### src/rtl/regfile_wb_scheduler.sv
// Writeback arbiter for the register file's single write port. It round-robins between
// the ALU (A) and load (B) sources and keeps a busy scoreboard that stalls decode.
module regfile_wb_scheduler #(
    parameter int NREG = 32,
    parameter int AW   = 5,
    parameter int DW   = 32
) (
    input  logic            clock,
    input  logic            reset,
    input  logic            issue_valid,
    input  logic [AW-1:0]   issue_wr,
    input  logic [AW-1:0]   rr1,
    input  logic [AW-1:0]   rr2,
    output logic            stall,
    input  logic            a_valid,
    input  logic [AW-1:0]   a_wr,
    input  logic [DW-1:0]   a_data,
    output logic            a_ready,
    input  logic            b_valid,
    input  logic [AW-1:0]   b_wr,
    input  logic [DW-1:0]   b_data,
    output logic            b_ready,
    output logic            regwrite,
    output logic [AW-1:0]   wr,
    output logic [DW-1:0]   write_data,
    output logic [NREG-1:0] busy
);

    logic            regwrite_reg;
    logic [AW-1:0]   wr_reg;
    logic [DW-1:0]   write_data_reg;
    logic [NREG-1:0] busy_reg;
    logic [NREG-1:0] busy_next;
    logic            last_grant_reg;   // 1 = B was granted last
    logic            grant_a;
    logic            grant_b;
    logic [AW-1:0]   sel_wr;
    logic [DW-1:0]   sel_data;
    logic            issue_en;

    always_comb begin
        grant_a = 1'b0;
        grant_b = 1'b0;
        if (!reset) begin
            if (a_valid && (!b_valid || last_grant_reg)) begin
                grant_a = 1'b1;
            end else if (b_valid) begin
                grant_b = 1'b1;
            end
        end
    end

    assign sel_wr   = grant_a ? a_wr   : b_wr;
    assign sel_data = grant_a ? a_data : b_data;

    assign stall    = reset | busy_reg[rr1] | busy_reg[rr2]
                    | (issue_valid & busy_reg[issue_wr]);
    assign issue_en = issue_valid & ~stall & (issue_wr != '0);

    // A new issue to the same index beats the clear of the older writer.
    generate
        for (genvar gi = 0; gi < NREG; gi++) begin : g_busy
            if (gi == 0) begin : g_zero
                assign busy_next[gi] = 1'b0;
            end else begin : g_reg
                assign busy_next[gi] =
                    (busy_reg[gi] & ~(regwrite_reg && (wr_reg == AW'(gi))))
                    | (issue_en && (issue_wr == AW'(gi)));
            end
        end
    endgenerate

    always_ff @(posedge clock) begin
        if (reset) begin
            regwrite_reg   <= 1'b0;
            wr_reg         <= '0;
            write_data_reg <= '0;
            busy_reg       <= '0;
            last_grant_reg <= 1'b1;
        end else begin
            busy_reg <= busy_next;
            if (grant_a || grant_b) begin
                regwrite_reg   <= (sel_wr != '0);
                wr_reg         <= sel_wr;
                write_data_reg <= sel_data;
                last_grant_reg <= grant_b;
            end else begin
                regwrite_reg <= 1'b0;
            end
        end
    end

    assign a_ready    = grant_a;
    assign b_ready    = grant_b;
    assign regwrite   = regwrite_reg;
    assign wr         = wr_reg;
    assign write_data = write_data_reg;
    assign busy       = busy_reg;

endmodule

### config.mk
export PLATFORM = sky130hd
export DESIGN_NAME = regfile_wb_scheduler
export DESIGN_NICKNAME = d
export VERILOG_FILES = /design/src/rtl/regfile_wb_scheduler.sv
export SDC_FILE = /design/constraint.sdc
export NUM_CORES = 1
export LEC_CHECK = 0
export CORE_MARGIN = 3
export CORE_UTILIZATION = 35
export CTS_CLUSTER_DIAMETER = 100
export DETAILED_ROUTE_END_ITERATION = 12
export PLACE_DENSITY_LB_ADDON = 0.1
export SKIP_CTS_REPAIR_TIMING = 1
export SYNTH_ARGS = -nofsm -noshare
export SYNTH_HDL_FRONTEND = slang
export SYNTH_SLANG_ARGS = --single-unit
### constraint.sdc
create_clock -name clock -period 3.18 [get_ports clock]
set_input_delay 0.795 -clock clock [delete_from_list [all_inputs] [get_ports clock]]
set_output_delay 0.795 -clock clock [all_outputs]
set_load 0.02 [all_outputs]
---- After elaboration in Yosys (flattened, before gate mapping) ----
Cells that the tools add are included.
word-level totals
  register bits after elaboration ......... 71
cells by class
  equality and inequality tests ........... 62
  mux-type cells .......................... 13
  $lt $le $gt $ge ......................... 3
  reductions and logical operators ........ 69
  bitwise gates (word level) .............. 101
operators with widths
  operator                                                                      count
  5-bit equality test, second input constant                                    32
  5-bit by 4-bit equality test with 1-bit output, second input constant         16
  1-bit logical AND                                                             63
  5-bit by 3-bit equality test with 1-bit output, second input constant         8
  1-bit bitwise AND                                                             34
  1-bit bitwise OR                                                              34
  1-bit inverter                                                                33
  32-bit two-way mux                                                            1
  5-bit by 2-bit equality test with 1-bit output, second input constant         4
  5-bit by 6-bit less-than comparator with 1-bit output, second input constant  3
  1-bit binary-select mux with 5-bit select                                     3
  5-bit by 1-bit equality test with 1-bit output, second input constant         2
  5-bit nonzero test                                                            2
  1-bit two-way mux                                                             8
  5-bit two-way mux                                                             1
  1-bit logical OR                                                              2
  2-bit OR reduction                                                            1
  1-bit zero test                                                               1

---- Longest topological paths before layout ----
Gate-level depths: netlist of the first run.
  word-level depth ........................ 10
  depth in mapped cells ................... 9
  depth with buffers taken out ............ 6

---- Least setup slack after synthesis of the first run ----
No wires, ideal clock.
  path type ............................... in2out
  start ................................... input port issue_wr[1]
  end ..................................... output port stall
  path buffers ............................ 1
  arrival time ............................ 2250 ps
  path slack .............................. 135 ps
  stages .................................. 7
  cells stage by stage .................... buf_6 mux4_1 mux4_2 clkinv_1 nand2_1 nand3_1 nand3_1
on the way
  longest elaborated chain between the ends .. 4
ends and longest elaborated chain
  element                                    line  source
  from (decl)                                11    input logic [AW-1:0] issue_wr,
  1-bit binary-select mux with 5-bit select  57    | (issue_valid & busy_reg[issue_wr]);
  1-bit two-way mux (implied by the code)    57
  1-bit bitwise AND                          57
  1-bit bitwise OR                           57
  to (decl)                                  14    output logic stall,
Every way passes these cells. The select of a mux whose other input is x is not followed.

---- Worst setup path in the final report of the first run ----
  start ................................... input port rr2[4]
  end ..................................... output port stall
on the way
  longest elaborated chain between the ends .. 4
ends and longest elaborated chain
  element                                    line  source
  from (decl)                                13    input logic [AW-1:0] rr2,
  1-bit binary-select mux with 5-bit select  56    assign stall = reset | busy_reg[rr1] | busy_reg[rr2]
  1-bit two-way mux (implied by the code)    56
  1-bit bitwise OR                           56
  1-bit bitwise OR                           57
Every way passes these cells. The select of a mux whose other input is x is not followed.

==> summary.md, run 1 <==
| Metric | Value |
|---|---|
| Cell variety after synth | 39 |
| Max frequency | 322 MHz |
| Root Driver | clkbuf_8 |
| Global-route wire length before repair | 23700 µm |
| Layout Utilization | 0.580 |
| Wire per inst | 19.1 µm |
| Fin. max-slew vios | 0 |
| DP Wirelength | 11400 µm |
| Total GRT Usage | 0.239 |
| Final nets | 726 |
| Async SR Flop Fraction | 0 |
| Hold_ws | 496 ps |
| Leak pwr | 2.36 nW |
| Switching power | 0.000604 W |
| Skew-Pair Late Insertion Delay | 360 ps |
| Largest net degree at the start of global routing | 76 |
| WP data arrival | 2310 ps |
| Reported max-cap violation count | 0 |
| Commonest non-fill, non-tap cell in the layout | clkdlybuf4s50_1 |
| Max FFs per register | 32 |
| Initial antenna violation count | 0 |
| WL final | 14800 µm |
| Clock buffer depth | 2 |
| Clock Sinks | 70 |
| Die Y | 112 µm |
| Avg Cell Area, Syn | 8.92 µm² |
| Die Width | 112 µm |
| Flops & latches, synth | 70 |
| Run status | complete, no violations |
| CP Cell Sequence | clkdlybuf4s50_1 -> inv_1 -> a311oi_1 -> nand3_1 -> o211ai_1 -> nor2_1 -> nand3_2 -> buf_6 |
| WP data required | 2380 ps |
| DR vias | 4305 |
| Detailed Routing Iterations Pass 1 | 5 |
| Worst-path maximum fanout | 3 |
| Pwr/cell area | 350 nW/µm² |
| Core ar. | 10900 µm² |
| Worst Setup Start Kind | input pin |
| Yosys Warn Count | 0 |
| Cells after Synth | 441 |
| GP Congestion | 0.997 |
| Fin crit share | 0.977 |
| 1st-iter DRT viols | 244 |
| Critical path class | input pin to output port |
| Vias/cell | 5.55 |
| Hold Path Class | flop to flop |
| Fill cells | 994 |
| Initial Util | 0.361 |
| R2R depth | 10 |
| Switching portion of total power | 0.273 |
| Number of diodes | 0 |
| Mapped Area | 3930 µm² |
| Share of cells above drive strength 1 | 0.172 |
| CTS tree | built |
| Number of global-route vias before repair | 4425 |
| Io pins | 167 |
| Fin. Hold Viols | 0 |
| Slew margin rel. | 0.520 |
| Area Overhead vs Synth | 60.5% |
| Clock Power Share | 0.323 |
| Worst-path clk slew | 70 ps |
| Least-Margin Pin Slew | 720 ps |
| Setup crit end kind | output port |
| # port buffers | 165 |
| GRT overflow | 0 |
| VDD IR-drop max | 252 µV |
| Fin crit period | 3110 ps |
| # setup viols final | 0 |
| Htree depth | 3 |
| Clock Skews | 12.3 ps |
| Sequential share of power | 0.433 |
| Most frequent cells in the layout | 153 x clkdlybuf4s50_1, 70 x dfxtp_1, 51 x mux2i_1 |
| Ys flop type | dfxtp_1 |
| Hold path depth | 2 |
| Logic pwr share | 0.244 |
| Post-synthesis sequential area ratio | 0.356 |
| Unrepaired setup endpoints after global routing | yes |
| Internal cell power | 0.00161 W |
| CP max stage cell | clkdlybuf4s50_1 |
| Detail Route Antenna Nets | 0 |
| Drt drc | 0 |
| Slowest stage delay, CP | 550 ps |
| Post-synth EDFFs | 0 |
| Syn nets | 535 |
| Row count | 38 |
| Total CTS buffers | 9 |
| Die Area | 12500 µm² |
## layer usage
layer	share of wire	vias up	wire, µm	GRT usage
met5	0	-	0	0
met3	0.080	29	1180	0.0615
li1	-	2031	-	-
met2	0.47	194	6970	0.384
met4	0.022	0	329	0.0897
met1	0.43	2051	6320	0.309
## critical path, delay by kind of cell
family | cells | cell delay [ps]
buf+inv | 3 | 770
compound gates | 2 | 430
simple gates | 3 | 310
## layout make-up
type | instances | area [µm²] | area share
multi-input cells | 324 | 2380 | 0.377
repair buffers | 220 | 2140 | 0.339
flip-flops and latches | 70 | 1400 | 0.222
well taps | 140 | 175 | 0.0277
clock buffers | 13 | 159 | 0.0252
clock inverters | 1 | 30.0 | 0.00476
inverters | 7 | 26.3 | 0.00416
## final timing paths
check,startpoint,to,slack (ps)
worst min register to register,last_grant_reg$_SDFFE_PP1N_,last_grant_reg$_SDFFE_PP1N_,500
worst max register to register,busy[13]$_SDFF_PP0_,busy[26]$_SDFF_PP0_,530
worst max-delay path,rr2[4],stall,70
worst min-delay path,last_grant_reg$_SDFFE_PP1N_,last_grant_reg$_SDFFE_PP1N_,500
## power groups by stage
stage,registers (W),clock network (W),logic [W]
6_report,0.000957,0.000714,0.000540
5_1_grt,0.000964,0.000774,0.000579
4_1_cts,0.000957,0.000736,0.000525
3_5_place_dp,0.000976,0,0.000521
3_3_place_gp,0.000975,0,0.000516
2_1_floorplan,0.00102,0,0.000202
## cells by family after synthesis
logic type / count (synthesis) / share of synthesized area
and+or+nand+nor: 151 / 0.183
AOI/OAI and AO/OA: 103 / 0.184
DFF: 70 / 0.356
muxes: 69 / 0.225
buffers and inverters: 47 / 0.0503
other: 1 / 0.000953
## through the flow
step                area, µm²  setup TNS, ps  setup slack, ps  cells  power [W]
floorplan                3930              0              135    441    0.00122
global placement         5980          -8620             -942    756    0.00149
detailed placement       5980          -9190             -971    756    0.00150
CTS                      6170          -1180             -973    770    0.00222
global route             6310          -45.1            -45.1    775    0.00232
finish                   6310              0             71.7    775    0.00221
## synthesized netlist by cell type (3+ instances only)
library cell | instances | area, µm²
a211oi_1 | 37 | 278
a31oi_1 | 3 | 18.8
and3_1 | 3 | 18.8
clkbuf_1 | 33 | 124
dfxtp_1 | 70 | 1400
inv_1 | 6 | 22.5
mux2_2 | 3 | 33.8
mux2i_1 | 51 | 510
mux4_2 | 14 | 315
nand2_1 | 38 | 143
nand2b_1 | 4 | 25.0
nand3_1 | 25 | 125
nand3b_1 | 4 | 30.0
nand4_1 | 3 | 18.8
nand4b_1 | 3 | 26.3
nor2_1 | 47 | 176
nor2b_1 | 5 | 31.3
nor3_1 | 9 | 45.0
nor3b_1 | 6 | 45.0
o211ai_1 | 13 | 97.6
o21ai_0 | 25 | 125
o21ai_2 | 10 | 87.6
o311ai_0 | 5 | 43.8
No activity file was read; power rests on OpenSTA's default activity.
==> run 2: changes to the inputs <==
--- a/config.mk
+++ b/config.mk
@@ -10,6 +10,7 @@
 export CTS_CLUSTER_DIAMETER = 100
 export DETAILED_ROUTE_END_ITERATION = 12
 export PLACE_DENSITY_LB_ADDON = 0.1
+export SETUP_SLACK_MARGIN = 0.1
 export SKIP_CTS_REPAIR_TIMING = 1
 export SYNTH_ARGS = -nofsm -noshare
 export SYNTH_HDL_FRONTEND = slang
==> constraint.sdc (replaced) <==
create_clock -name clock -period 3.2 [get_ports clock]
set_input_delay 0.8 -clock clock [delete_from_list [all_inputs] [get_ports clock]]
set_output_delay 0.8 -clock clock [all_outputs]
set_load 0.02 [all_outputs]
==> summary.md, run 2 (synthesis results as in run 1) <==
| Metric | Value |
|---|---|
| Worst-path clk slew | 70 ps (about the same) |
| Worst Path Buf+Inv | 3 (unchanged) |
| Share of cells above drive strength 1 | 0.172 (unchanged) |
| Initial antenna violation count | 0 (unchanged) |
| Internal cell power | 0.00160 W (-0.63%) |
| Total power | 0.00220 W (-0.65%) |
| Die Width | 112 µm (unchanged) |
| Total CTS buffers | 9 (unchanged) |
| Critical path class | input pin to output port |
| Post-DP Area | 5980 µm² (unchanged) |
| Fin crit period | 3120 ps |
| Fin crit share | 0.974 |
| WL final | 14800 µm (about the same) |
| Setup crit end kind | output port |
| Clock Power Share | 0.323 (about the same) |
| Detail Route Antenna Nets | 0 (unchanged) |
| Total GRT Usage | 0.239 (unchanged) |
| Delay-heaviest family, CP | buffers and inverters |
| Design area | 6320 µm² (about the same) |
| Hold Path Class | flop to flop |
| Largest net degree at the start of global routing | 76 (unchanged) |
| Worst-path maximum fanout | 3 (unchanged) |
| GRT overflow | 0 (unchanged) |
| Switching portion of total power | 0.273 (about the same) |
| WP data required | 2400 ps (+20 ps) |
| Switching power | 0.000600 W (-0.71%) |
| VDD IR-drop max | 250 µV (-0.62%) |
| Least-Margin Pin Slew | 720 ps (+0.143 ps) |
| Die Y | 112 µm (unchanged) |
| Pwr/cell area | 348 nW/µm² (-0.69%) |
| Fin. max-slew vios | 0 (unchanged) |
| Wire per inst | 19.1 µm (about the same) |
| DR vias | 4316 (+0.26%) |
| Unrepaired setup endpoints after global routing | yes |
| Run status | complete, no violations |
| Clock Skews | 12.5 ps (+0.244 ps) |
| Row count | 38 (unchanged) |
| Clock buffer depth | 2 (unchanged) |
| Leak pwr | 2.38 nW (+0.66%) |
| Global-route wire length before repair | 23700 µm (unchanged) |
| Drt drc | 0 (unchanged) |
| Detailed Routing Iterations Pass 1 | 5 (unchanged) |
| Max frequency | 321 MHz |
| Slew margin rel. | 0.520 (about the same) |
| Worst Setup Start Kind | input pin |
| Logic pwr share | 0.244 (about the same) |
| WP data arrival | 2320 ps (about the same) |
| # setup viols final | 0 (unchanged) |
| Fin. Hold Viols | 0 (unchanged) |
| Core ar. | 10900 µm² (unchanged) |
| Number of diodes | 0 (unchanged) |
| Max FFs per register | 32 (unchanged) |
| CP Cell Sequence | clkdlybuf4s50_1 -> inv_1 -> a311oi_1 -> nand3_1 -> o211ai_1 -> nor2_1 -> nand3_2 -> buf_6 |
| Number of global-route vias before repair | 4425 (unchanged) |
| Vias/cell | 5.57 (+0.26%) |
| Commonest non-fill, non-tap cell in the layout | clkdlybuf4s50_1 |
| 1st-iter DRT viols | 246 (+0.82%) |
| Root Driver | clkbuf_8 |
| Clock Sinks | 70 (unchanged) |
| Initial Util | 0.361 (unchanged) |
| DP Wirelength | 11400 µm (unchanged) |
| Most frequent cells in the layout | 152 x clkdlybuf4s50_1, 70 x dfxtp_1, 51 x mux2i_1 |
| CTS tree | built |
| Slowest stage delay, CP | 550 ps (about the same) |
| Sequential share of power | 0.433 (about the same) |
| Die Area | 12500 µm² (unchanged) |
| Final nets | 726 (unchanged) |
| Reported max-cap violation count | 0 (unchanged) |
| GP Congestion | 0.997 (unchanged) |
| CP max stage cell | clkdlybuf4s50_1 |
| Skew-Pair Late Insertion Delay | 360 ps (about the same) |
| Htree depth | 3 (unchanged) |
| Area Overhead vs Synth | 60.6% (about the same) |
| # port buffers | 165 (unchanged) |
| Io pins | 167 (unchanged) |
## run 2: cell types whose count changed in the layout (fill, tap and decap cells not counted)
cell | before | now
dlymetal6s2s_1 | 10 | 11
clkdlybuf4s50_1 | 153 | 152
## run 2: per-stage QoR
| step | worst slack, ps | std cells | TNS (ps) | utilization | hold WS, ps |
|---|---|---|---|---|---|
| 3_5_place_dp | -961 | 756 | -8710 | 0.549 | 486 |
| 4_1_cts | -963 | 770 | -1120 | 0.567 | 500 |
| 5_1_grt | -35.1 | 775 | -35.1 | 0.580 | 558 |
| 2_1_floorplan | 145 | 441 | 0 | - | 461 |
| 3_3_place_gp | -932 | 756 | -8140 | 0.549 | 474 |
| 6_report | 81.8 | 775 | 0 | 0.580 | 496 |
## run 2: worst register-to-register path, cell delays in order, from the launching register on
cell     delay (ps)
dfxtp_1         330
buf_4           170
mux4_2          470
nor3b_2         190
o21ai_1         100
nand4_1         170
buf_4           140
buf_4            90
or4b_1          430
buf_4           220
o21ai_0         240
## run 2: power groups by stage
stage          combinational, W  clock [W]  sequential (W)
5_1_grt                0.000576   0.000769        0.000958
2_1_floorplan          0.000201          0         0.00101
3_3_place_gp           0.000512          0        0.000969
4_1_cts                0.000522   0.000731        0.000951
3_5_place_dp           0.000518          0        0.000970
6_report               0.000536   0.000710        0.000951
## run 2: layout make-up
class,count,area [µm²]
clock buffers,13,159
clock inverters,1,30.0
fillers,993,4570
inverters,7,26.3
multi-input cells,324,2380
flip-flops and latches,70,1400
well taps,140,175
repair buffers,220,2140
## run 2: routing by layer
layer | up-vias | track usage | share of wire
met5 | - | 0 | 0
met4 | 0 | 0.0897 | 0.024
met3 | 36 | 0.0615 | 0.079
met2 | 192 | 0.384 | 0.47
met1 | 2054 | 0.309 | 0.43
li1 | 2034 | - | -
## run 2: worst paths after layout
kind | startpoint | slack, ps | cells after the start | end
worst max-delay path | rr2[4] | 80 | 8 | stall
worst min-delay path | last_grant_reg$_SDFFE_PP1N_ | 500 | 2 | last_grant_reg$_SDFFE_PP1N_
worst max register to register | busy[13]$_SDFF_PP0_ | 560 | 10 | busy[24]$_SDFF_PP0_
worst min register to register | last_grant_reg$_SDFFE_PP1N_ | 500 | 2 | last_grant_reg$_SDFFE_PP1N_
==> run 3: changes to the inputs <==
--- a/config.mk
+++ b/config.mk
@@ -5,11 +5,13 @@
 export SDC_FILE = /design/constraint.sdc
 export NUM_CORES = 1
 export LEC_CHECK = 0
+export CAP_MARGIN = 20
 export CORE_MARGIN = 3
 export CORE_UTILIZATION = 35
 export CTS_CLUSTER_DIAMETER = 100
 export DETAILED_ROUTE_END_ITERATION = 12
 export PLACE_DENSITY_LB_ADDON = 0.1
+export RECOVER_POWER = 25
 export SETUP_SLACK_MARGIN = 0.1
 export SKIP_CTS_REPAIR_TIMING = 1
 export SYNTH_ARGS = -nofsm -noshare
==> summary.md, run 3 (synthesis results as in run 1) <==
| Metric | Value |
|---|---|
| Cell count after placement | 756 (unchanged) |
| Global-route wire length before repair | 23700 µm (unchanged) |
| Total CTS buffers | 9 (unchanged) |
| GP Congestion | 0.997 (unchanged) |
| Worst Path Buf+Inv | 3 (unchanged) |
| # port buffers | 165 (unchanged) |
| Design area | 6320 µm² (unchanged) |
| CP Cell Sequence | clkdlybuf4s50_1 -> inv_1 -> a311oi_1 -> nand3_1 -> o211ai_1 -> nor2_1 -> nand3_2 -> buf_6 |
| VDD IR-drop max | 247 µV (-1.2%) |
| Delay-heaviest family, CP | buffers and inverters |
| Number of diodes | 0 (unchanged) |
| Drt drc | 0 (unchanged) |
| CTS tree | built |
| Total GRT Usage | 0.239 (unchanged) |
| Reported max-cap violation count | 0 (unchanged) |
| Fin crit period | 3110 ps (-5.16 ps) |
| Initial Util | 0.361 (unchanged) |
| Area Overhead vs Synth | 60.6% (unchanged) |
| Detailed Routing Iterations Pass 1 | 5 (unchanged) |
| Die Width | 112 µm (unchanged) |
| # setup viols final | 0 (unchanged) |
| Skew-Pair Late Insertion Delay | 360 ps (about the same) |
| Most frequent cells in the layout | 117 x clkdlybuf4s50_1, 70 x dfxtp_1, 51 x mux2i_1 |
| Clock Sinks | 70 (unchanged) |
| Vias/cell | 5.58 (+0.23%) |
| Htree depth | 3 (unchanged) |
| Worst-path clk slew | 80 ps (about the same) |
| Post-DP Area | 5980 µm² (unchanged) |
| DP Wirelength | 11400 µm (unchanged) |
| Wire per inst | 19.1 µm (+0.20%) |
| Setup crit end kind | output port |
| Max frequency | 321 MHz (+0.17%) |
| Initial antenna violation count | 0 (unchanged) |
| Clock buffer depth | 2 (unchanged) |
| Worst-path maximum fanout | 3 (unchanged) |
| WL final | 14800 µm (+0.20%) |
| Root Driver | clkbuf_8 |
| Hold Path Class | flop to flop |
| Unrepaired setup endpoints after global routing | yes |
| 1st-iter DRT viols | 280 (+14%) |
| Leak pwr | 2.46 nW (+3.6%) |
| Commonest non-fill, non-tap cell in the layout | clkdlybuf4s50_1 |
| DR vias | 4326 (+0.23%) |
| Fin. Hold Viols | 0 (unchanged) |
| Die Y | 112 µm (unchanged) |
| Least-Margin Pin Slew | 726 ps (+5.02 ps) |
| Final nets | 726 (unchanged) |
| WP data required | 2400 ps (about the same) |
| Max FFs per register | 32 (unchanged) |
| Io pins | 167 (unchanged) |
| Number of global-route vias before repair | 4425 (unchanged) |
| Share of cells above drive strength 1 | 0.172 (unchanged) |
| DP Worst Slack | -961 ps (unchanged) |
| Fin. max-slew vios | 0 (unchanged) |
| WP data arrival | 2310 ps (about the same) |
| Fin crit share | 0.973 (-0.00161) |
| Run status | complete, no violations |
| Total power | 0.00218 W (-0.63%) |
| Largest net degree at the start of global routing | 76 (unchanged) |
| Layout Utilization | 0.580 (unchanged) |
| Slew margin rel. | 0.516 (-0.00335) |
| Worst Setup Start Kind | input pin |
| Die Area | 12500 µm² (unchanged) |
| Clock Skews | 13.7 ps (+1.16 ps) |
| Slowest stage delay, CP | 550 ps (about the same) |
| GRT overflow | 0 (unchanged) |
| Detail Route Antenna Nets | 0 (unchanged) |
| Critical path class | input pin to output port |
| CP max stage cell | clkdlybuf4s50_1 |
| Final WS setup | 87.0 ps (+5.16 ps) |
| Core ar. | 10900 µm² (unchanged) |
| Finished Layout Cells | 775 (unchanged) |
| Pwr/cell area | 346 nW/µm² (-0.63%) |
| Row count | 38 (unchanged) |
[run 3: cell count changes in the layout (fill, tap and decap cells not counted), sizes merged]
cell	previous run	this run
clkdlybuf4s50	152	117
dlygate4sd3	0	35
[run 3: final cells by class]
cell class                      instances  area (µm²)
Sequential cell                        70        1400
Tap cell                              140         175
Timing Repair Buffer                  220        2140
Clock buffer                           13         159
Multi-Input combinational cell        324        2380
Inverter                                7        26.3
Clock inverter                          1        30.0
Fill cell                             993        4570
[run 3: worst paths after layout]
path | cells after the start | from | endpoint | slack (ps)
min | 2 | last_grant_reg$_SDFFE_PP1N_ | last_grant_reg$_SDFFE_PP1N_ | 500
max reg2reg | 10 | busy[13]$_SDFF_PP0_ | busy[24]$_SDFF_PP0_ | 560
min reg2reg | 2 | last_grant_reg$_SDFFE_PP1N_ | last_grant_reg$_SDFFE_PP1N_ | 500
max | 8 | rr2[4] | stall | 90
[run 3: per-layer routing]
layer / global-route usage / vias to the layer above / wire length (µm) / part of all wire
met4: 0.0897 / 0 / 332 / 0.022
met1: 0.309 / 2065 / 6320 / 0.43
li1: - / 2030 / - / -
met3: 0.0615 / 29 / 1200 / 0.081
met2: 0.384 / 202 / 6980 / 0.47
met5: 0 / - / 0 / 0
[run 3: worst reg2reg max path, cell delays in order, from the launching register on]
cell and delay (ps):
dfxtp_1 330, buf_4 170, mux4_2 470, nor3b_2 190
o21ai_1 100, nand4_1 170, buf_4 130, buf_4 90
or4b_1 430, buf_4 220, o21ai_0 240
[run 3: through the flow]
stage / hold WS [ps] / setup TNS [ps]
global route: 558 / -35.1
CTS: 500 / -1120
floorplan: 461 / 0
global placement: 474 / -8140
detailed placement: 486 / -8710
finish: 496 / 0
[run 3: power by group]
group / internal [W] / total, W / switching [W] / leakage (nW)
Clock: 0.000395 / 0.000710 / 0.000315 / 0.0956
Sequential: 0.000914 / 0.000950 / 0.0000354 / 0.572
Combinational: 0.000276 / 0.000524 / 0.000248 / 1.80
Total: 0.00158 / 0.00218 / 0.000598 / 2.46
